===== config.mk =====
export PLATFORM = sky130hd
export DESIGN_NAME = debounce_multi
export DESIGN_NICKNAME = d
export VERILOG_FILES = /design/src/rtl/debounce_multi.sv
export SDC_FILE = /design/constraint.sdc
export NUM_CORES = 1
export LEC_CHECK = 0
export CORE_ASPECT_RATIO = 0.5
export CORE_UTILIZATION = 54
export CTS_CLUSTER_DIAMETER = 100
export DETAILED_ROUTE_END_ITERATION = 10
export DONT_BUFFER_PORTS = 1
export GPL_TIMING_DRIVEN = 0
export PLACE_DENSITY = 0.78
export SYNTH_ARGS = -nofsm -noshare
export SYNTH_HDL_FRONTEND = slang
export SYNTH_SLANG_ARGS = --single-unit

===== constraint.sdc =====
create_clock -name clk_1000hz -period 1.6 [get_ports clk_1000hz]
set_clock_uncertainty 0.1 [all_clocks]
set_input_delay 0.24 -clock clk_1000hz [delete_from_list [all_inputs] [get_ports clk_1000hz]]
set_output_delay 0.24 -clock clk_1000hz [all_outputs]
set_load 0.02 [all_outputs]

===== src/rtl/debounce_multi.sv =====
// Multi-channel key debouncer: 2-FF synchroniser and consecutive-sample filter per channel,
// press/release/long-press pulses, optional auto-repeat, and a lowest-index-first event port.
// Optional feature: define DEBOUNCE_REPEAT_EN to build the auto-repeat timers.
module debounce_multi #(
  parameter int unsigned CH        = 4,
  parameter int unsigned N         = 5,
  parameter int unsigned LONG_MS   = 500,
  parameter int unsigned REPEAT_MS = 100
) (
  input  logic                                  clk_1000hz,
  input  logic                                  rst_n,
  input  logic [CH-1:0]                         key,
  output logic [CH-1:0]                         is_pressed,
  output logic [CH-1:0]                         press_pulse,
  output logic [CH-1:0]                         release_pulse,
  output logic [CH-1:0]                         long_pulse,
  output logic [CH-1:0]                         repeat_pulse,
  output logic                                  evt_valid,
  output logic [((CH > 1) ? $clog2(CH) : 1)-1:0] evt_ch
);

  localparam int unsigned CntW  = $clog2(N);
  localparam int unsigned HoldW = $clog2(LONG_MS + 1);
  localparam int unsigned ChW   = (CH > 1) ? $clog2(CH) : 1;

  logic [CH-1:0]    sync0_q, sync1_q;
  logic [CH-1:0]    st_q, st_d;
  logic [CntW-1:0]  cnt_q [CH];
  logic [CntW-1:0]  cnt_d [CH];
  logic [HoldW-1:0] hold_q [CH];
  logic [HoldW-1:0] hold_d [CH];
  logic [CH-1:0]    press_q, press_d, rel_q, rel_d, long_q, long_d;
  logic [CH-1:0]    rep_pulse_q, rep_pulse_d;
  logic [CH-1:0]    pend_q, pend_d;
  logic             evt_valid_q, evt_valid_d;
  logic [ChW-1:0]   evt_ch_q, evt_ch_d;

  // Filter: st follows the synchronised sample only after N consecutive disagreeing samples.
  always_comb begin
    for (int i = 0; i < CH; i++) begin
      st_d[i]  = st_q[i];
      cnt_d[i] = '0;
      // Sample is active-high pressed (~sync1), so it disagrees with st when sync1 == st.
      if (sync1_q[i] == st_q[i]) begin
        if (cnt_q[i] == CntW'(N - 1)) begin
          st_d[i] = ~sync1_q[i];
        end else begin
          cnt_d[i] = cnt_q[i] + 1'b1;
        end
      end
    end
  end

  // Edge pulses and saturating hold timer; long pulse when hold first reaches LONG_MS.
  always_comb begin
    press_d = st_d & ~st_q;
    rel_d   = ~st_d & st_q;
    for (int i = 0; i < CH; i++) begin
      hold_d[i] = '0;
      long_d[i] = 1'b0;
      if (st_q[i] && st_d[i]) begin
        if (hold_q[i] == HoldW'(LONG_MS)) begin
          hold_d[i] = hold_q[i];
        end else begin
          hold_d[i] = hold_q[i] + 1'b1;
        end
        long_d[i] = (hold_q[i] == HoldW'(LONG_MS - 1));
      end
    end
  end

`ifdef DEBOUNCE_REPEAT_EN
  localparam int unsigned RepW = $clog2(REPEAT_MS);

  logic [RepW-1:0] rep_q [CH];
  logic [RepW-1:0] rep_d [CH];

  // Repeat timer runs only once the hold timer has saturated and the key is still held.
  always_comb begin
    for (int i = 0; i < CH; i++) begin
      rep_d[i]       = '0;
      rep_pulse_d[i] = 1'b0;
      if (st_q[i] && st_d[i] && (hold_q[i] == HoldW'(LONG_MS))) begin
        if (rep_q[i] == RepW'(REPEAT_MS - 1)) begin
          rep_pulse_d[i] = 1'b1;
        end else begin
          rep_d[i] = rep_q[i] + 1'b1;
        end
      end
    end
  end

  // Repeat timer state.
  always_ff @(posedge clk_1000hz or negedge rst_n) begin
    if (!rst_n) begin
      for (int i = 0; i < CH; i++) rep_q[i] <= '0;
    end else begin
      for (int i = 0; i < CH; i++) rep_q[i] <= rep_d[i];
    end
  end
`else
  assign rep_pulse_d = '0;
`endif

  // Event encoder: present the lowest pending index, clear it; new sets win over the clear.
  always_comb begin
    pend_d      = pend_q;
    evt_valid_d = 1'b0;
    evt_ch_d    = '0;
    for (int i = int'(CH) - 1; i >= 0; i--) begin
      if (pend_q[i]) begin
        evt_valid_d = 1'b1;
        evt_ch_d    = ChW'(i);
      end
    end
    if (evt_valid_d) pend_d[evt_ch_d] = 1'b0;
    pend_d = pend_d | press_d | rep_pulse_d;
  end

  // All channel and event state, asynchronously cleared.
  always_ff @(posedge clk_1000hz or negedge rst_n) begin
    if (!rst_n) begin
      sync0_q     <= '1;
      sync1_q     <= '1;
      st_q        <= '0;
      press_q     <= '0;
      rel_q       <= '0;
      long_q      <= '0;
      rep_pulse_q <= '0;
      pend_q      <= '0;
      evt_valid_q <= 1'b0;
      evt_ch_q    <= '0;
      for (int i = 0; i < CH; i++) begin
        cnt_q[i]  <= '0;
        hold_q[i] <= '0;
      end
    end else begin
      sync0_q     <= key;
      sync1_q     <= sync0_q;
      st_q        <= st_d;
      press_q     <= press_d;
      rel_q       <= rel_d;
      long_q      <= long_d;
      rep_pulse_q <= rep_pulse_d;
      pend_q      <= pend_d;
      evt_valid_q <= evt_valid_d;
      evt_ch_q    <= evt_ch_d;
      for (int i = 0; i < CH; i++) begin
        cnt_q[i]  <= cnt_d[i];
        hold_q[i] <= hold_d[i];
      end
    end
  end

  assign is_pressed    = st_q;
  assign press_pulse   = press_q;
  assign release_pulse = rel_q;
  assign long_pulse    = long_q;
  assign repeat_pulse  = rep_pulse_q;
  assign evt_valid     = evt_valid_q;
  assign evt_ch        = evt_ch_q;

endmodule


==> run_results.csv, run 1 <==
group,metric,value,unit
run_status,outcome,"finished with violations",
run_status,violations,"negative hold slack",
placed_design,place_ws,0.00968,ns
routing,drtAntennaViolNets,0,
synthesis,synth_ff_type,"dfrtp_1",
synthesis,yosysWarnings,0,
job,cap_viol_max_count,0,
power_and_ir_drop,combPwrFrac,20.5,%
critical_path,arrival,1.72,ns
synthesis,syn_avg_cell_area,10.4,µm²
power_and_ir_drop,sw_frac_of_total,31.6,%
sta,setup_viol_count_final,0,
die,die-area,7080,µm²
synthesis,synthTopCellsByArea,"dfrtp_1 (49%), dfstp_2 (5.8%), ha_1 (5.5%)",
placed_design,place.gp.congestion,0.859,
cells_and_area,drive_gt1_share,14.1,%
routing,drc,0,
clocking,clkTransAtPathRegs,0.06,ns
power_and_ir_drop,peakVddDrop,0.000683,V
synthesis,synth-async-reset-ratio,100,%
grt,grt_pass1_vias,2593,
grt,grt_max_degree,80,
critical_path,ff2ff_path_depth,5,
clocking,cts_made_buffers,9,
cells_and_area,utilization,66.7,%
grt,grt_pass1_wl,11600,µm
cells_and_area,area_growth,15.2,%
critical_path,path_max_fanout,6,
placed_design,dp_hpwl,4510,µm
critical_path,crit_path_start,"hold_q[27]",
synthesis,ys_ff_latch,79,
placed_design,io_buffers,0,
routing,postRouteWirelength,6940,µm
clocking,cts_max_level,3,
sta,whs,-0.505,ns
worst_hold_path,hold_class,"input port to asynchronous set/reset pin",
cells_and_area,seq_area,1990,µm²
die,die_w,118,µm
synthesis,ys_types,45,
cells_and_area,fin_area,4190,µm²
critical_path,rr_endpoint,"hold_q[34]",
sta,maxClockFrequency,0.640,GHz
routing,dr.pass1.iters,6,
cells_and_area,multi_input_comb_area,1550,µm²
synthesis,yosys.cell_count.top_type,"dfrtp_1",
power_and_ir_drop,p_sw,1920,µW
critical_path,reg2reg_setup_slack,0.04,ns
synthesis,synth-edff-count,0,
critical_path,r2r_start,"hold_q[27]",
critical_path,critPathLaunchType,"flop",
die,die_y,60.0,µm
critical_path,cp-end-kind,"flop",
critical_path,crit_type,"flop to flop",
die,core,6280,µm²
clocking,postCtsHoldBufs,4,
cells_and_area,n_fill_cell,439,
power_and_ir_drop,clkPwrFrac,35.2,%
grt,antenna_found_initial,0,
synthesis,synth_top_area_share,48.9,%
synthesis,ys_seq_area_share,54.7,%
power_and_ir_drop,p_per_area,1460,nW/µm²
routing,drtIter0Drc,207,
sta,fin_ws,0.0371,ns
critical_path,cp.required,1.76,ns
sta,slew_violations,0,
die,num_rows,20,
sta,fin_crit,1.56,ns
clocking,clock_sinks,79,
routing,via_per_inst,5.82,
synthesis,synth_top_cell_by_area,"dfrtp_1",
cells_and_area,layout.cells.non_filler,464,
clocking,clkLatencyLatePin,0.34,ns
die,start_util,57.8,%
cells_and_area,antenna_cells,0,
cells_and_area,nets,393,
grt,overflow,0,
grt,grt_use_total,21.5,%
sta,hold_violations,79,
clocking,cts_tree,"done",
power_and_ir_drop,p_int,4170,µW
routing,vias,2701,
routing,drt-wirelength-per-cell,14.9,µm
sta,finalCritPeriodShare,97.7,%
placed_design,dp.cells,440,
synthesis,syn_inst,349,
die,io_pins,29,
power_and_ir_drop,power_frac_seq,44.4,%
synthesis,synthTopCellsByCount,"dfrtp_1 (71), a21oi_1 (31), inv_1 (28)",
placed_design,placed_area,3750,µm²
synthesis,synth_area,3630,µm²
sta,rsz0062_at_grt,"yes",
power_and_ir_drop,leakagePower,0.00180,µW
clocking,root_buffer,"clkbuf_16",
clocking,cts_buffer_depth,2,
## cells by family (layout without fill, tap and decap cells)
family	after synthesis	count (layout)	share of synthesized area, %
compound gates	68	68	11.0
simple gates	139	139	21.9
fa+ha+maj	16	16	5.51
buf+inv	36	60	4.30
xor+xnor	9	9	2.17
mux	1	1	0.275
other cells	1	4	0.103
flops	79	79	54.7
## state kept, by name (all words and copies together), names as in the netlist
name	count
sync0_q	4
is_pressed	4
evt_valid	1
sync1_q	4
press_pulse	4
release_pulse	4
evt_ch	2
pend_q	4
long_pulse	4
cnt_q	12
hold_q	36
## critical path: stages, from the launching register on
cell	delay (ns)
dfrtp_1	0.38
buf_4	0.12
buf_4	0.10
nand3_2	0.12
or4_1	0.52
a21oi_1	0.16
## per-stage QoR
step	TNS (ns)	hold slack [ns]	total power, µW
after CTS	0	-0.514	6070
after detailed placement	0	-0.155	3860
final	0	-0.505	6090
after global routing	-0.0930	-0.523	6430
after floorplan	0	-0.156	3560
after global placement	0	-0.154	3750
## repair_timing
item / in CTS / in global routing
pin swaps: 0 / 2
hold endpoints to repair: 83 / 79
buffers inserted: 1 / 3
setup endpoints to repair: 1 / 12
gates resized for setup: 0 / 13
## worst max-delay path by stage
stage	end	slack, ns	cells past startpoint
6_report	hold_q[34]	0.04	5
5_1_grt	hold_q[34]	-0.03	5
4_1_cts	hold_q[8]	0.01	4
3_5_place_dp	hold_q[30]	0.01	5
3_3_place_gp	hold_q[30]	0.07	5
2_1_floorplan	hold_q[30]	0.13	5
## per-layer routing
metal / wire (µm) / share of wire, % / global-route usage (%)
met2: 3550 / 51 / 39.7
met4: 103 / 1.5 / 9.34
met1: 2950 / 43 / 23.6
met5: 0 / 0 / 0
met3: 332 / 4.8 / 7.06
## placed cells by master (no fill, tap or decap), types with 2 or more instances in the layout
master,instances
or3_1,10
nor2_1,18
conb_1,4
nand2_2,2
a21oi_1,31
dfrtp_2,2
o21ai_0,15
and3_1,5
or4_1,5
and2_1,3
nand4_1,8
dfstp_2,8
ha_2,4
nand2b_1,2
dlygate4sd3_1,4
buf_2,2
nor4_1,2
nor3b_1,10
o211ai_1,2
clkinvlp_4,2
clkbuf_1,2
nor3_1,12
nand3_2,2
and4b_2,2
buf_4,9
and4_1,4
o21a_1,3
nand3_1,20
nand2_1,21
o31ai_1,7
nand4b_1,5
clkbuf_16,9
xor2_1,9
bufinv_16,2
clkinv_2,2
dfrtp_1,69
inv_1,28
ha_1,11
a31oi_1,3
## power groups by stage
stage	sequential, µW	combinational, µW	clock, µW
global placement	2700	1050	0
floorplan	2650	913	0
finish	2700	1250	2140
CTS	2680	1200	2190
detailed placement	2720	1140	0
global route	2750	1420	2270
## final cells by class
cell class | instances | area share [%]
Multi-Input combinational cell | 237 | 36.9
Timing Repair Buffer | 8 | 1.67
Tap cell | 88 | 2.63
Clock buffer | 10 | 5.47
Sequential cell | 79 | 47.5
Buffer | 8 | 1.23
Inverter | 28 | 2.51
Clock inverter | 6 | 2.03
Power figures use the tool's default switching activity.
==> run 2: changes to the inputs <==
Settings changed: ABC_AREA set to 1, CORE_UTILIZATION 54 to 60, PLACE_DENSITY 0.78 to 0.85.
==> run_results.csv, run 2 <==
group,metric,value,unit
sta,setup_viol_count_final,0,
grt,grt_pass1_wl,11900,µm
cells_and_area,top_register,"hold_q",
clocking,cts_max_level,3,
cells_and_area,n_fill_cell,354,
sta,slew_violations,0,
critical_path,max_stage_delay,0.40,ns
die,die-area,6570,µm²
sta,hold_violations,79,
cells_and_area,largest_register_ffs,36,
critical_path,cp.buffers_inverters,2,
sta,finalCritPeriodShare,94.9,%
synthesis,yosys-mux-area-fraction,0,%
synthesis,synthTopCellsByArea,"dfrtp_1 (48%), nand2_1 (9.5%), nor2_1 (7.3%)",
cells_and_area,multi_input_comb_area,1460,µm²
routing,drtIter0Drc,138,
cells_and_area,mostFrequentLayoutCell,"nand2_1",
power_and_ir_drop,combPwrFrac,21.1,%
sta,whs,-0.494,ns
placed_design,dp.cells,528,
power_and_ir_drop,sw_frac_of_total,32.9,%
clocking,cts_tree,"done",
synthesis,synth_top_cell_by_area,"dfrtp_1",
die,start_util,65.3,%
power_and_ir_drop,p_sw,2000,µW
power_and_ir_drop,clkPwrFrac,34.1,%
cells_and_area,nets,483,
placed_design,place.gp.congestion,0.845,
synthesis,synthAdderAreaFrac,5.35,%
critical_path,critPathLaunchType,"flop",
synthesis,yosys.cell_count.top_type,"nand2_1",
synthesis,syn_inst,441,
die,die_y,57.8,µm
routing,postRouteWirelength,7110,µm
die,core,5730,µm²
cells_and_area,drive_gt1_share,10.9,%
synthesis,synth_ff_type,"dfrtp_1",
routing,drt-wirelength-per-cell,12.9,µm
cells_and_area,area_growth,13.3,%
synthesis,ys_seq_area_share,53.1,%
sta,fin_crit,1.52,ns
clocking,clkTransAtPathRegs,0.06,ns
cells_and_area,layout.cells.non_filler,550,
sta,setup_tns,0,ns
synthesis,synth-edff-count,0,
power_and_ir_drop,power_frac_seq,44.8,%
critical_path,cp-end-kind,"flop",
synthesis,synth-async-reset-ratio,100,%
die,die_w,114,µm
synthesis,syn_avg_cell_area,8.48,µm²
grt,grt_pass1_vias,2673,
synthesis,synthTopCellsByCount,"nand2_1 (95), nor2_1 (73), dfrtp_1 (71)",
synthesis,synth_area,3740,µm²
critical_path,crit_type,"flop to flop",
synthesis,yosysWarnings,0,
grt,antenna_found_initial,0,
synthesis,synth_top_area_share,47.5,%
grt,grt_use_total,23.9,%
run_status,outcome,"finished with violations",
run_status,violations,"negative hold slack",
critical_path,arrival,1.65,ns
routing,drc,0,
power_and_ir_drop,p_int,4080,µW
clocking,cts_made_buffers,9,
synthesis,ys_ff_latch,79,
critical_path,crit_slowest_cell,"dfrtp_1",
power_and_ir_drop,totalPowerFinal,6080,µW
sta,maxClockFrequency,0.658,GHz
grt,overflow,0,
synthesis,synth_compound_area_share,5.45,%
die,num_rows,19,
cells_and_area,seq_area,1990,µm²
routing,drtAntennaViolNets,0,
power_and_ir_drop,peakVddDrop,0.000828,V
power_and_ir_drop,p_per_area,1430,nW/µm²
routing,vias,2794,
synthesis,synthSimpleGateAreaFrac,25.4,%
worst_hold_path,hold_class,"input port to asynchronous set/reset pin",
critical_path,crit_family,"flip-flops",
job,cap_viol_max_count,0,
cells_and_area,top_regs,"hold_q (36), cnt_q (12)",
critical_path,path_max_fanout,7,
clocking,postCtsHoldBufs,4,
critical_path,cp_cell_sequence,"inv_1, ha_1, nand2_4, o21ai_4, buf_4, nor3_1",
routing,via_per_inst,5.08,
clocking,cts_buffer_depth,2,
placed_design,dp_hpwl,4270,µm
clocking,clkLatencyLatePin,0.33,ns
die,io_pins,29,
grt,grt_max_degree,80,
cells_and_area,layout_common_cells,"nand2_1 (95), nor2_1 (73), dfrtp_1 (71)",
cells_and_area,antenna_cells,0,
cells_and_area,fin_area,4240,µm²
placed_design,placed_area,3860,µm²
critical_path,cp.required,1.73,ns
synthesis,ys_types,28,
synthesis,yosys.area_share.xor_xnor,2.11,%
power_and_ir_drop,leakagePower,0.00211,µW
routing,dr.pass1.iters,4,
synthesis,synth_top_family_by_area,"simple AND/OR/NAND/NOR gates",
clocking,root_buffer,"clkbuf_16",
placed_design,io_buffers,0,
clocking,clock_sinks,79,
run 2: power groups by stage:
| stage | clock network (µW) | logic [µW] | registers (µW) |
|---|---|---|---|
| final | 2070 | 1280 | 2720 |
| after global routing | 2180 | 1450 | 2760 |
| after CTS | 2100 | 1240 | 2710 |
| after detailed placement | 0 | 1150 | 2730 |
| after global placement | 0 | 1080 | 2710 |
| after floorplan | 0 | 935 | 2650 |
run 2: metal layers:
layer / global-route usage (%) / share of wire [%]
met5: 0 / 0
met4: 11.3 / 2.7
met3: 7.53 / 4.6
met2: 41.0 / 50
met1: 28.2 / 43
run 2: area by class of cell:
cell class	count	share of cell area, %
Clock inverter	4	1.27
Timing Repair Buffer	6	1.30
Inverter	72	6.44
Multi-Input combinational cell	287	34.6
Tap cell	84	2.48
Clock buffer	12	6.05
Buffer	6	1.00
Sequential cell	79	46.9
run 2: cells by family (layout without fill, tap and decap cells):
| logic type | count (synthesis) | after routing |
|---|---|---|
| adder cells (fa/ha/maj) | 16 | 16 |
| AND/OR/NAND/NOR | 226 | 226 |
| flip-flops | 79 | 79 |
| AO/OA/AOI/OAI | 32 | 32 |
| other | 1 | 4 |
| XOR/XNOR | 9 | 9 |
| buffers and inverters | 78 | 100 |
run 2: worst paths after layout:
check,start,to,depth (start not counted),slack [ns]
worst min-delay path,rst_n,long_pulse[0],0,-0.49
min in group clk_1000hz,sync0_q[3],sync1_q[3],0,0.25
worst max register to register,cnt_q[9],long_pulse[0],6,0.08
worst min register to register,sync0_q[3],sync1_q[3],0,0.25
max in group asynchronous,rst_n,sync1_q[3],0,1.69
worst max-delay path,cnt_q[9],long_pulse[0],6,0.08
run 2: metrics by stage:
stage	setup WS [ns]	hold slack [ns]	util, %
3_5_place_dp	0.0739	-0.155	67.3
3_3_place_gp	0.0864	-0.154	67.3
6_report	0.0814	-0.494	73.9
2_1_floorplan	0.290	-0.156	-
4_1_cts	0.0335	-0.501	73.4
5_1_grt	-0.00448	-0.511	73.9
run 2: repair_timing:
item | 4_1_cts | 5_1_grt
hold endpoints to repair | 83 | 79
endpoints found under the setup margin | 1 | 12
pin swaps | 0 | 1
gates resized for setup | 1 | 4
buffers inserted | 0 | 2
run 2: worst reg2reg max path: stages (launching register included):
cell	delay, ns
dfrtp_1	0.40
inv_1	0.09
ha_1	0.24
nand2_4	0.12
o21ai_4	0.11
buf_4	0.18
nor3_1	0.20
==> run 3: changes to the inputs <==
Settings changed: ABC_AREA 1 to unset.
Clock period 1.6 ns to 1.52 ns, I/O delays scaled along.
==> run_results.csv, run 3 (same netlist as run 1, synthesis figures left out) <==
group,metric,value,unit
run_status,outcome,"finished with violations",
run_status,violations,"negative hold slack, negative setup slack",
critical_path,cp.required,1.68,ns
clocking,postCtsHoldBufs,4,
cells_and_area,mostFrequentLayoutCell,"dfrtp_1",
grt,grt_max_degree,80,
critical_path,critPathLaunchType,"flop",
sta,maxClockFrequency,0.626,GHz
sta,rsz0062_at_grt,"yes",
critical_path,crit_type,"flop to flop",
cells_and_area,largest_register_ffs,36,
routing,drt-wirelength-per-cell,17.5,µm
grt,grt_pass1_wl,12300,µm
job,cap_viol_max_count,0,
sta,finalCritPeriodShare,105,%
routing,dr.pass1.iters,4,
routing,vias,2821,
clocking,clkTransAtPathRegs,0.06,ns
die,die-area,6390,µm²
cells_and_area,multi_input_comb_area,1660,µm²
cells_and_area,layout_common_cells,"dfrtp_1 (62), a21oi_1 (29), inv_1 (24)",
cells_and_area,antenna_cells,0,
clocking,root_buffer,"clkbuf_16",
clocking,cts_made_buffers,9,
cells_and_area,n_fill_cell,317,
placed_design,dp.cells,425,
cells_and_area,top_regs,"hold_q (36), cnt_q (12)",
routing,drc,0,
clocking,cts_max_level,3,
sta,setup_viol_count_final,1,
die,die_y,57.0,µm
critical_path,arrival,1.76,ns
sta,hold_violations,79,
critical_path,path_max_fanout,4,
cells_and_area,drive_gt1_share,21.7,%
power_and_ir_drop,p_per_area,1600,nW/µm²
cells_and_area,layout.cells.non_filler,456,
power_and_ir_drop,peakVddDrop,0.00103,V
placed_design,io_buffers,0,
grt,overflow,0,
clocking,clock_sinks,79,
die,die_w,112,µm
sta,fin_ws,-0.0764,ns
clocking,clkLatencyLatePin,0.35,ns
worst_hold_path,hold_class,"input port to asynchronous set/reset pin",
routing,drtIter0Drc,266,
die,io_pins,29,
cells_and_area,top_register,"hold_q",
die,num_rows,19,
grt,antenna_found_initial,0,
clocking,cts_buffer_depth,2,
cells_and_area,utilization,77.2,%
die,start_util,64.2,%
routing,drtAntennaViolNets,0,
placed_design,place.gp.congestion,0.879,
sta,slew_violations,0,
die,core,5660,µm²
sta,whs,-0.522,ns
cells_and_area,area_growth,20.3,%
critical_path,cp-end-kind,"flop",
routing,postRouteWirelength,7970,µm
routing,via_per_inst,6.19,
sta,setup_tns,-0.0764,ns
power_and_ir_drop,leakagePower,0.00184,µW
sta,fin_crit,1.60,ns
cells_and_area,seq_area,2000,µm²
cells_and_area,nets,400,
placed_design,dp_hpwl,4600,µm
grt,grt_pass1_vias,2740,
grt,grt_use_total,25.2,%
clocking,cts_tree,"done",
-- run 3: metal layers --
metal | GRT usage [%] | wire length [µm] | share of wire (%) | up-vias
li1 | - | - | - | 1308
met3 | 8.50 | 486 | 6.1 | 25
met2 | 43.8 | 4030 | 51 | 107
met4 | 9.33 | 210 | 2.6 | 0
met1 | 29.7 | 3240 | 41 | 1381
met5 | 0 | 0 | 0 | -
-- run 3: power breakdown --
part	internal [µW]	total (µW)	switching [µW]	leakage, µW
clock	1520	2360	840	0.000158
sequential	2440	2920	479	0.00103
combinational	726	1690	964	0.000648
total	4690	6970	2280	0.00184
-- run 3: final timing paths --
check,from,endpoint,depth (start not counted),slack (ns)
max reg2reg,hold_q[9],hold_q[11],5,-0.08
max,hold_q[9],hold_q[11],5,-0.08
max in group asynchronous,rst_n,sync1_q[3],0,1.63
min,rst_n,hold_q[33],0,-0.52
min reg2reg,sync0_q[3],sync1_q[3],0,0.26
min in group clk_1000hz,sync0_q[3],sync1_q[3],0,0.26
-- run 3: timing repair --
item | in CTS | in global routing
endpoints found under the hold margin | 83 | 79
setup buffers | 3 | 8
setup endpoints to repair | 13 | 22
pin swaps | 0 | 6
cloned | 0 | 0
gates resized for setup | 13 | 34
-- run 3: cell type report --
cell class                 instances  share of cell area (%)
inverter                          28                    2.40
clock inverter                     5                    1.83
sequential                        79                    45.7
clock buffer                      11                    5.78
timing repair buffer              15                    2.89
multi-input combinational        237                    38.0
tap                               73                    2.09
buffer                             8                    1.29
-- run 3: metrics by stage --
stage          hold slack (ns)  area [µm²]  total power (µW)  worst slack (ns)
6_report                -0.522        4370              6970           -0.0764
5_1_grt                 -0.538        4370              7300            -0.150
4_1_cts                 -0.530        4180              6610           0.00592
3_5_place_dp            -0.166        3740              4110           -0.0613
3_3_place_gp            -0.166        3740              3940           -0.0140
2_1_floorplan           -0.168        3640              3750            0.0466
-- run 3: worst max-delay path, stage by stage (launching register included) --
cell and delay, ns:
dfrtp_2 0.44, inv_2 0.09, ha_4 0.14, nand4b_1 0.20
o311a_1 0.40, nor3_1 0.14
